$ cat src/rtl/keyboard_pkg.sv
// Shared definitions for the keyboard front end.
//   kbd_mode_e : KBD word presentation (held-key level or buffered FIFO head)
//   HACK_KEY_W : width of a translated Hack key code
//   KEY_*      : Hack codes for the non-printing keys
//   max_u      : elaboration-time helper used to size counters
package keyboard_pkg;

  typedef enum logic {
    KBD_MODE_LEVEL,
    KBD_MODE_BUFFERED
  } kbd_mode_e;

  localparam int unsigned HACK_KEY_W = 8;

  localparam logic [HACK_KEY_W-1:0] KEY_NEWLINE   = 8'd128;
  localparam logic [HACK_KEY_W-1:0] KEY_BACKSPACE = 8'd129;
  localparam logic [HACK_KEY_W-1:0] KEY_LEFT      = 8'd130;
  localparam logic [HACK_KEY_W-1:0] KEY_UP        = 8'd131;
  localparam logic [HACK_KEY_W-1:0] KEY_RIGHT     = 8'd132;
  localparam logic [HACK_KEY_W-1:0] KEY_DOWN      = 8'd133;
  localparam logic [HACK_KEY_W-1:0] KEY_HOME      = 8'd134;
  localparam logic [HACK_KEY_W-1:0] KEY_END       = 8'd135;
  localparam logic [HACK_KEY_W-1:0] KEY_PAGE_UP   = 8'd136;
  localparam logic [HACK_KEY_W-1:0] KEY_PAGE_DOWN = 8'd137;
  localparam logic [HACK_KEY_W-1:0] KEY_INSERT    = 8'd138;
  localparam logic [HACK_KEY_W-1:0] KEY_DELETE    = 8'd139;
  localparam logic [HACK_KEY_W-1:0] KEY_ESC       = 8'd140;
  localparam logic [HACK_KEY_W-1:0] KEY_F1        = 8'd141;
  localparam logic [HACK_KEY_W-1:0] KEY_F2        = 8'd142;
  localparam logic [HACK_KEY_W-1:0] KEY_F3        = 8'd143;
  localparam logic [HACK_KEY_W-1:0] KEY_F4        = 8'd144;
  localparam logic [HACK_KEY_W-1:0] KEY_F5        = 8'd145;
  localparam logic [HACK_KEY_W-1:0] KEY_F6        = 8'd146;
  localparam logic [HACK_KEY_W-1:0] KEY_F7        = 8'd147;
  localparam logic [HACK_KEY_W-1:0] KEY_F8        = 8'd148;
  localparam logic [HACK_KEY_W-1:0] KEY_F9        = 8'd149;
  localparam logic [HACK_KEY_W-1:0] KEY_F10       = 8'd150;
  localparam logic [HACK_KEY_W-1:0] KEY_F11       = 8'd151;
  localparam logic [HACK_KEY_W-1:0] KEY_F12       = 8'd152;

  function automatic int unsigned max_u(input int unsigned a, input int unsigned b);
    return (a > b) ? a : b;
  endfunction

endpackage

$ cat src/rtl/kbd_sync_fifo.sv
// Synchronous FIFO with first-word-fall-through head.
//   i_clk, i_rst : clock, synchronous active-high reset
//   i_push/i_data: write strobe and data (ignored when full unless popping)
//   i_pop        : read strobe (ignored when empty)
//   o_head       : current head entry
//   o_count      : occupancy; o_full / o_empty status
module kbd_sync_fifo #(
  parameter int unsigned WIDTH = 8,
  parameter int unsigned DEPTH = 16
) (
  input  logic                       i_clk,
  input  logic                       i_rst,
  input  logic                       i_push,
  input  logic [WIDTH-1:0]           i_data,
  input  logic                       i_pop,
  output logic [WIDTH-1:0]           o_head,
  output logic [$clog2(DEPTH+1)-1:0] o_count,
  output logic                       o_full,
  output logic                       o_empty
);

  localparam int unsigned PTR_W = (DEPTH > 1) ? $clog2(DEPTH) : 1;
  localparam int unsigned CNT_W = $clog2(DEPTH+1);

  logic [WIDTH-1:0] r_mem [DEPTH];
  logic [PTR_W-1:0] r_wr_ptr;
  logic [PTR_W-1:0] r_rd_ptr;
  logic [CNT_W-1:0] r_count;
  logic             w_do_push;
  logic             w_do_pop;

  assign o_full    = (r_count == CNT_W'(DEPTH));
  assign o_empty   = (r_count == '0);
  // A pop frees the slot the simultaneous push needs, so push+pop when full is legal.
  assign w_do_pop  = i_pop && !o_empty;
  assign w_do_push = i_push && (!o_full || w_do_pop);

  always_ff @(posedge i_clk) begin
    if (w_do_push) r_mem[r_wr_ptr] <= i_data;
  end

  always_ff @(posedge i_clk) begin
    if (i_rst) begin
      r_wr_ptr <= '0;
      r_rd_ptr <= '0;
      r_count  <= '0;
    end else begin
      if (w_do_push) r_wr_ptr <= r_wr_ptr + PTR_W'(1);
      if (w_do_pop)  r_rd_ptr <= r_rd_ptr + PTR_W'(1);
      if (w_do_push && !w_do_pop)      r_count <= r_count + CNT_W'(1);
      else if (w_do_pop && !w_do_push) r_count <= r_count - CNT_W'(1);
    end
  end

  assign o_head  = r_mem[r_rd_ptr];
  assign o_count = r_count;

endmodule

$ cat src/rtl/keyboard_fifo.sv
// KBD word source: held-key tracking, auto-repeat, typematic filter, keystroke FIFO.
//   clk, rst          : clock, synchronous active-high reset
//   hack, hack_valid  : translated key code and one-cycle strobe (code 0 ignored)
//   pressed           : 1 = make, 0 = break
//   rd_en             : pop the FIFO head
//   clr_ovf           : clear the sticky overflow flag
//   value             : KBD word (held key in LEVEL mode, FIFO head in BUFFERED)
//   fifo_count        : FIFO occupancy
//   overflow          : sticky, set when a push is dropped
module keyboard_fifo
  import keyboard_pkg::*;
#(
  parameter int unsigned FIFO_DEPTH    = 16,
  parameter kbd_mode_e   MODE          = KBD_MODE_BUFFERED,
  parameter bit          REPEAT_EN     = 1'b1,
  parameter int unsigned REPEAT_DELAY  = 12_500_000,
  parameter int unsigned REPEAT_PERIOD = 2_500_000
) (
  input  logic                            clk,
  input  logic                            rst,
  input  logic [HACK_KEY_W-1:0]           hack,
  input  logic                            hack_valid,
  input  logic                            pressed,
  input  logic                            rd_en,
  input  logic                            clr_ovf,
  output logic [15:0]                     value,
  output logic [$clog2(FIFO_DEPTH+1)-1:0] fifo_count,
  output logic                            overflow
);

  localparam int unsigned TMR_MAX = max_u(REPEAT_DELAY, REPEAT_PERIOD);
  localparam int unsigned TMR_W   = $clog2(TMR_MAX);
  // Loaded with N-1 so the push lands N cycles after the arming push.
  localparam logic [TMR_W-1:0] TMR_DLY = TMR_W'(REPEAT_DELAY - 1);
  localparam logic [TMR_W-1:0] TMR_PER = TMR_W'(REPEAT_PERIOD - 1);

  logic [HACK_KEY_W-1:0] r_held;
  logic                  r_held_vld;
  logic [TMR_W-1:0]      r_tmr;
  logic                  r_tmr_run;
  logic                  r_ovf;

  logic                  w_evt;
  logic                  w_same;
  logic                  w_new_press;
  logic                  w_typ_push;
  logic                  w_release;
  logic                  w_expire;
  logic                  w_rpt_push;
  logic                  w_push;
  logic [HACK_KEY_W-1:0] w_push_data;
  logic [HACK_KEY_W-1:0] w_head;
  logic                  w_full;
  logic                  w_empty;
  logic                  w_drop;

  assign w_evt       = hack_valid && (hack != '0);
  assign w_same      = r_held_vld && (hack == r_held);
  assign w_new_press = w_evt && pressed && !w_same;
  assign w_typ_push  = w_evt && pressed && w_same && !REPEAT_EN;
  assign w_release   = w_evt && !pressed && w_same;
  assign w_expire    = REPEAT_EN && r_tmr_run && r_held_vld && (r_tmr == '0);
  // A new press or the release of the held key pre-empts a coincident repeat.
  assign w_rpt_push  = w_expire && !w_new_press && !w_release;
  assign w_push      = w_new_press || w_typ_push || w_rpt_push;
  assign w_push_data = (w_new_press || w_typ_push) ? hack : r_held;
  assign w_drop      = w_push && w_full && !rd_en;

  always_ff @(posedge clk) begin
    if (rst) begin
      r_held     <= '0;
      r_held_vld <= 1'b0;
    end else if (w_new_press) begin
      r_held     <= hack;
      r_held_vld <= 1'b1;
    end else if (w_release) begin
      r_held_vld <= 1'b0;
    end
  end

  always_ff @(posedge clk) begin
    if (rst) begin
      r_tmr     <= '0;
      r_tmr_run <= 1'b0;
    end else if (REPEAT_EN && w_new_press) begin
      r_tmr     <= TMR_DLY;
      r_tmr_run <= 1'b1;
    end else if (w_release) begin
      r_tmr_run <= 1'b0;
    end else if (w_expire) begin
      r_tmr     <= TMR_PER;
    end else if (r_tmr_run) begin
      r_tmr     <= r_tmr - TMR_W'(1);
    end
  end

  always_ff @(posedge clk) begin
    if (rst)          r_ovf <= 1'b0;
    else if (w_drop)  r_ovf <= 1'b1;
    else if (clr_ovf) r_ovf <= 1'b0;
  end

  kbd_sync_fifo #(
    .WIDTH (HACK_KEY_W),
    .DEPTH (FIFO_DEPTH)
  ) u_fifo (
    .i_clk   (clk),
    .i_rst   (rst),
    .i_push  (w_push),
    .i_data  (w_push_data),
    .i_pop   (rd_en),
    .o_head  (w_head),
    .o_count (fifo_count),
    .o_full  (w_full),
    .o_empty (w_empty)
  );

  always_comb begin
    value = '0;
    if (MODE == KBD_MODE_LEVEL) begin
      if (r_held_vld) value[HACK_KEY_W-1:0] = r_held;
    end else begin
      if (!w_empty) value[HACK_KEY_W-1:0] = w_head;
    end
  end

  assign overflow = r_ovf;

endmodule
$ cat config.mk
export PLATFORM = sky130hd
export DESIGN_NAME = keyboard_fifo
export DESIGN_NICKNAME = d
export VERILOG_FILES = /design/src/rtl/keyboard_pkg.sv /design/src/rtl/kbd_sync_fifo.sv /design/src/rtl/keyboard_fifo.sv
export SDC_FILE = /design/constraint.sdc
export NUM_CORES = 1
export LEC_CHECK = 0
export CAP_MARGIN = 10
export CORE_ASPECT_RATIO = 0.6
export CORE_MARGIN = 2
export CORE_UTILIZATION = 35
export CTS_BUF_LIST = sky130_fd_sc_hd__clkbuf_8
export DETAILED_ROUTE_END_ITERATION = 16
export PLACE_DENSITY = 0.63
export SLEW_MARGIN = 40
export SYNTH_ARGS = -nofsm -noshare
export SYNTH_HDL_FRONTEND = slang
export SYNTH_SLANG_ARGS = --single-unit
$ cat constraint.sdc
create_clock -name clk -period 5.95 [get_ports clk]
set_clock_uncertainty 0.2 [all_clocks]
set_input_delay 0.8925 -clock clk [delete_from_list [all_inputs] [get_ports clk]]
set_output_delay 0.8925 -clock clk [all_outputs]
set_load 0.005 [all_outputs]
==> flow_summary_export.csv, run 1 <==
group,metric,value,unit
synth,ys_ff_latch,179,
cells_and_area,n_fill_cell,2034,
route,drt_iter0_drc,360,
critical_path,startpoint_type,"input pin",
pwr,clkPwrFrac,27.7,%
timing,worst_slew_pin_slew,638,ps
global_route,grt_use_met3,3.63,%
route,viasPerCell,5.25,
synth,synth_top_family_by_area,"multiplexers",
route,ant_nets,0,
clock_network,cts_tree,"built",
cells_and_area,antenna_cells,0,
global_route,grt_use_met1,22.0,%
synth,synth_xor_area_share,3.44,%
placed_design,place_ws,888,ps
critical_path,crit_type,"in2reg",
global_route,first_global_vias,4520,
critical_path,required,6070,ps
clock_network,clkSinkCount,179,
clock_network,hold_buffers,0,
floorplan,fp.dieW,198,um
timing,hold_viol_final,0,
cells_and_area,syn2layout_area_growth,11.9,%
floorplan,start_util,35.8,%
synth,ys_warn_count,0,
synth,netlist.area_leader.share,48.7,%
global_route,grt_usage,14.5,%
global_route,grt_busiest_layer,"met1",
clock_network,cts_resized,0,
timing,setup_viol,0,
cells_and_area,final_area,8840,sq um
clock_network,h-tree-depth,4,
synth,synth.distinct_cells,59,
synth,synthArstFlopShare,0,%
critical_path,timing.rr.end,"u_fifo.o_count[4]$_SDFFE_PP0P_",
min_path,holdPathEnd,"overflow$_SDFFE_PP0P_",
synth,syn_area,7900,sq um
clock_network,root_buffer,"clkbuf_8",
floorplan,io_pins,36,
clock_network,clock_path_buffers,2,
timing,drv_slew,0,
critical_path,crit-reg2reg-launch,"r_tmr_run$_SDFFE_PP0P_",
clock_network,cts_made_buffers,17,
route,postRouteWirelength,16300,um
synth,synth.area.top_cells,"edfxtp_1, dfxtp_1, mux4_2",
global_route,met2_usage,21.2,%
critical_path,r2r_slack,1600,ps
min_path,holdCritPathClass,"reg2reg",
pwr,p_sw,899,uW
floorplan,core,22100,sq um
synth,syn-instance-count,538,
pwr,intPower,2.14,mW
critical_path,crit_path_end_kind,"flip-flop",
synth,ys_top_cells_by_count,"edfxtp_1, dfxtp_1, nor2_1",
critical_path,crit_path_max_fanout,15,
floorplan,die_y,120,um
route,route.detailed.drc,0,
pwr,power,3.04,mW
synth,synth_mux_area_share,13.4,%
timing,tns,0,ps
synth,synth_enable_flop_cells,128,
timing,fmax,219,MHz
timing,slew_headroom,57.4,%
pwr,irDropWorstVdd,158,uV
timing,rsz0062_at_grt,"no",
synth,yosysMostFrequentCell,"edfxtp_1",
global_route,gr-total-overflow,0,
pwr,powerDensity,344,nW/um^2
status,status,"completed",
placed_design,dpl_cell_area,8420,sq um
global_route,antenna_found_initial,0,
pwr,combPwrFrac,23.8,%
cells_and_area,drive_above_1_share,17.7,%
route,firstDrtPassIters,5,
min_path,min_path_cells,2,
synth,synth_largest_area_cell,"edfxtp_1",
critical_path,r2r_cells,14,
clock_network,post-cts-setup-buffers,0,
min_path,hold_start,"overflow$_SDFFE_PP0P_",
floorplan,std_cell_rows,42,
pwr,seqPwrFrac,48.5,%
synth,synth_compound_area_share,4.69,%
synth,synth_simple_gate_area_share,12.2,%
global_route,grt_pass1_wl,25800,um
flow_run,drv_cap,0,
cells_and_area,nNetsFinal,591,
timing,setup_slack,1380,ps
pwr,leakage,2.92,nW
synth,synth.avg_cell_area,14.7,sq um
synth,yosys.area_share.adder,2.15,%
clock_network,cts.clk_slew.worst_paths,90,ps
placed_design,gp_congestion,0.854,
floorplan,dieArea,23800,sq um
placed_design,portBuffers,27,
timing,hold-worst-slack,279,ps
timing,period_needed,4570,ps
timing,layout_worst_path_cycle_share,76.8,%
critical_path,crit_arrival,4680,ps
clock_network,clk_latency,450,ps
synth,yosys_most_used_dff,"edfxtp_1",
route,drt-wirelength-per-cell,18.9,um
placed_design,hpwl,11400,um
synth,ys_seq_area_share,61.6,%
route,num_vias,4534,
pwr,switching_share,29.6,%
global_route,grt_max_degree,50,
-- per-stage QoR --
step	cells	util [%]
after floorplan	545	-
after global placement	831	38.1
after detailed placement	831	38.1
after CTS	863	40.0
after global routing	863	40.0
final	863	40.0
-- flip-flops by register name, indices dropped and copies added, names as in the netlist, named ones only --
register,flops
u_fifo.o_count,5
r_held,8
u_fifo.r_wr_ptr,4
u_fifo.r_mem,128
r_tmr,24
u_fifo.r_rd_ptr,4
r_tmr_run,1
overflow,1
-- power by group through the flow --
| stage | clock (mW) | sequential [mW] | combinational [mW] |
|---|---|---|---|
| floorplan | 0 | 1.45 | 0.526 |
| global placement | 0 | 1.50 | 0.706 |
| detailed placement | 0 | 1.50 | 0.728 |
| CTS | 0.864 | 1.47 | 0.732 |
| global route | 0.915 | 1.49 | 0.791 |
| finish | 0.841 | 1.47 | 0.723 |
-- how the worst max path moves through the flow --
stage / startpoint / to / slack [ps] / cells past startpoint
floorplan: hack[7] / u_fifo.o_count[4]$_SDFFE_PP0P_ / 1760 / 15
global placement: hack[7] / u_fifo.o_count[4]$_SDFFE_PP0P_ / 990 / 15
detailed placement: hack[7] / u_fifo.o_count[4]$_SDFFE_PP0P_ / 890 / 15
CTS: flip-flop / value[5] / 1290 / 5
global route: hack[7] / u_fifo.o_count[4]$_SDFFE_PP0P_ / 1170 / 15
finish: hack[7] / u_fifo.o_count[4]$_SDFFE_PP0P_ / 1380 / 15
-- cell type report --
class | instances | area [sq um] | area share (%)
sequential | 179 | 4870 | 55.1
multi-input combinational | 325 | 2870 | 32.4
tap | 286 | 358 | 4.05
timing repair buffer | 30 | 290 | 3.29
clock buffer | 18 | 248 | 2.80
clock inverter | 14 | 164 | 1.85
inverter | 11 | 41.3 | 0.467
-- cell families (layout without fill, tap and decap cells) --
kind of cell | Yosys count | count (layout)
compound gates | 52 | 52
flops | 179 | 179
buf+inv | 41 | 73
xor+xnor | 31 | 31
other cells | 1 | 8
simple gates | 167 | 167
mux | 54 | 54
fa+ha+maj | 13 | 13
-- cells in the final DEF (no fill, tap or decap), drive strengths merged, types with 2 or more instances in the layout --
cell type | Yosys | layout
edfxtp | 128 | 128
dfxtp | 51 | 51
nor2 | 49 | 49
mux4 | 40 | 40
clkdlybuf4s50 | 0 | 26
nor2b | 24 | 24
nand2 | 23 | 23
inv | 11 | 20
xnor2 | 19 | 19
clkbuf | 14 | 18
and3 | 13 | 13
xor2 | 12 | 12
ha | 12 | 12
mux2 | 12 | 12
nor3 | 12 | 12
a211oi | 11 | 11
a21oi | 11 | 11
conb | 1 | 8
o21ai | 7 | 7
nand4 | 7 | 7
and2 | 6 | 6
nor4 | 6 | 6
a31oi | 5 | 5
nand2b | 5 | 5
nand3 | 5 | 5
or3 | 4 | 4
buf | 16 | 4
clkinv | 0 | 4
or4 | 3 | 3
o31ai | 3 | 3
and4 | 2 | 2
o21a | 2 | 2
mux2i | 2 | 2
o211ai | 2 | 2
o41ai | 2 | 2
a221oi | 2 | 2
or4b | 2 | 2
nor4b | 2 | 2
-- per-layer routing --
layer | wire (um) | vias to the layer above
met4 | 87 | 0
li1 | - | 2089
met3 | 843 | 7
met1 | 8300 | 2302
met5 | 0 | -
met2 | 7070 | 136
-- worst max-delay path, stage by stage --
cell	delay, ps
clkdlybuf4s50_1	450
or4_1	610
o21a_1	300
nand4_1	220
a21oi_4	120
nor3_4	400
ha_1	300
inv_1	110
ha_1	290
nor2b_1	140
o21a_1	180
or3_1	310
a21oi_1	180
xnor2_1	130
nor2_1	50
(Power assumes the default switching activity.)
==> run 2, diff against run 1 <==
==> constraint.sdc (replaced) <==
create_clock -name clk -period 4.6 [get_ports clk]
set_clock_uncertainty 0.2 [all_clocks]
set_input_delay 0.69 -clock clk [delete_from_list [all_inputs] [get_ports clk]]
set_output_delay 0.69 -clock clk [all_outputs]
set_load 0.005 [all_outputs]
==> flow_summary_export.csv, run 2 (same netlist as run 1, synthesis figures left out) <==
group,metric,value,unit
min_path,holdCritPathClass,"reg2reg",
critical_path,startpoint,"hack[2]",
clock_network,hold_buffers,0,
global_route,antenna_found_initial,0,
timing,fmax,250,MHz
cells_and_area,final_area,8860,sq um
placed_design,gp_congestion,0.828,
global_route,grt_pass1_wl,26700,um
clock_network,clk_latency,460,ps
critical_path,cp.depth,15,
cells_and_area,nNetsFinal,597,
cells_and_area,stdcell_count,869,
clock_network,clock_path_buffers,2,
timing,worst_slew_pin_slew,666,ps
critical_path,crit_path_max_fanout,5,
placed_design,dpl_cell_area,8470,sq um
cells_and_area,final_core_util,40.1,%
pwr,power,3.92,mW
floorplan,dieArea,23800,sq um
critical_path,crit_path_end_kind,"flip-flop",
cells_and_area,mostFrequentLayoutCell,"edfxtp_1",
global_route,first_global_vias,4685,
timing,slew_headroom,55.5,%
critical_path,slowest_delay,600,ps
critical_path,crit-reg2reg-launch,"r_tmr[6]$_SDFFE_PP0P_",
timing,layout_worst_path_cycle_share,87.1,%
route,drt-wirelength-per-cell,19.2,um
placed_design,portBuffers,27,
pwr,irDropWorstVdd,214,uV
global_route,grt_max_degree,50,
timing,tns,0,ps
timing,period_needed,4000,ps
pwr,powerDensity,442,nW/um^2
clock_network,cts_tree,"built",
clock_network,cts.clk_slew.worst_paths,100,ps
status,status,"completed",
critical_path,critical-path-top-delay-family,"simple AND/OR/NAND/NOR gates",
route,drt_iter0_drc,323,
route,num_vias,4560,
critical_path,required,4740,ps
cells_and_area,multi_input_area,2860,sq um
global_route,gr-total-overflow,0,
critical_path,crit_path_end,"u_fifo.o_count[4]$_SDFFE_PP0P_",
critical_path,worstPathCellList,"clkdlybuf4s50_1, or4_1, o21a_1, nand4_1, a21oi_4, nor3_4, ha_1, inv_1, ha_1, nor2b_1, o21a_1, or3_1, a21oi_1, xnor2_1, nor2_1",
placed_design,hpwl,11600,um
floorplan,start_util,35.8,%
floorplan,std_cell_rows,42,
clock_network,h-tree-depth,4,
floorplan,fp.dieW,198,um
global_route,grt_usage,15.1,%
critical_path,r2r_slack,680,ps
route,viasPerCell,5.25,
critical_path,crit_arrival,4140,ps
cells_and_area,regMostFlops,"u_fifo.r_mem",
clock_network,clkSinkCount,179,
floorplan,io_pins,36,
floorplan,core,22100,sq um
route,postRouteWirelength,16700,um
cells_and_area,final_cell_mix,"edfxtp_1, dfxtp_1, nor2_1",
cells_and_area,n_fill_cell,2027,
critical_path,crit_slowest_cell,"or4_1",
placed_design,place_ws,107,ps
cells_and_area,syn2layout_area_growth,12.2,%
route,ant_nets,0,
cells_and_area,antenna_cells,0,
cells_and_area,top_regs,"u_fifo.r_mem (128), r_tmr (24), r_held (8)",
route,firstDrtPassIters,4,
timing,rsz0062_at_grt,"no",
critical_path,startpoint_type,"input pin",
clock_network,cts_made_buffers,17,
floorplan,die_y,120,um
route,route.detailed.drc,0,
timing,drv_slew,0,
critical_path,path_buf_inv,2,
critical_path,timing.rr.end,"u_fifo.o_count[4]$_SDFFE_PP0P_",
clock_network,root_buffer,"clkbuf_8",
pwr,leakage,2.94,nW
cells_and_area,drive_above_1_share,18.4,%
clock_network,post-cts-setup-buffers,0,
critical_path,crit_type,"in2reg",
timing,setup_slack,595,ps
cells_and_area,register_area,4870,sq um
min_path,min_path_cells,2,
placed_design,dp.cells,837,
clock_network,cts_resized,0,
timing,hold_viol_final,0,
timing,hold-worst-slack,279,ps
cells_and_area,largest_reg_flops,128,
critical_path,r2r_cells,14,
flow_run,drv_cap,0,
timing,setup_viol,0,
-- run 2: worst min-delay path, cell delays in order, from the launching register on --
cell and delay, ps:
dfxtp_1 320, nand2b_1 60, a21oi_1 50
-- run 2: how the worst min path moves through the flow --
stage | to | slack [ps] | startpoint
after CTS | overflow$_SDFFE_PP0P_ | 290 | overflow$_SDFFE_PP0P_
after global placement | overflow$_SDFFE_PP0P_ | 260 | overflow$_SDFFE_PP0P_
final | overflow$_SDFFE_PP0P_ | 280 | overflow$_SDFFE_PP0P_
after floorplan | overflow$_SDFFE_PP0P_ | 260 | overflow$_SDFFE_PP0P_
after global routing | overflow$_SDFFE_PP0P_ | 310 | overflow$_SDFFE_PP0P_
after detailed placement | overflow$_SDFFE_PP0P_ | 270 | overflow$_SDFFE_PP0P_
-- run 2: area by class of cell --
type | count | share of cell area [%]
flip-flops and latches | 179 | 54.9
clock buffers | 18 | 2.80
repair buffers | 36 | 3.93
inverters | 11 | 0.466
multi-input cells | 325 | 32.3
well taps | 286 | 4.04
clock inverters | 14 | 1.53
-- run 2: where the power goes --
group	switching (mW)	internal (mW)
Sequential	0.0617	1.79
Combinational	0.494	0.521
Clock	0.629	0.417
Total	1.19	2.73
-- run 2: metal layers --
metal / track usage, % / wire length (um) / vias to the layer above / share of wire (%)
li1: - / - / 2094 / -
met3: 3.79 / 946 / 7 / 5.7
met1: 22.1 / 8280 / 2320 / 50
met4: 3.38 / 93 / 0 / 0.56
met2: 22.6 / 7400 / 139 / 44
met5: 0 / 0 / - / 0
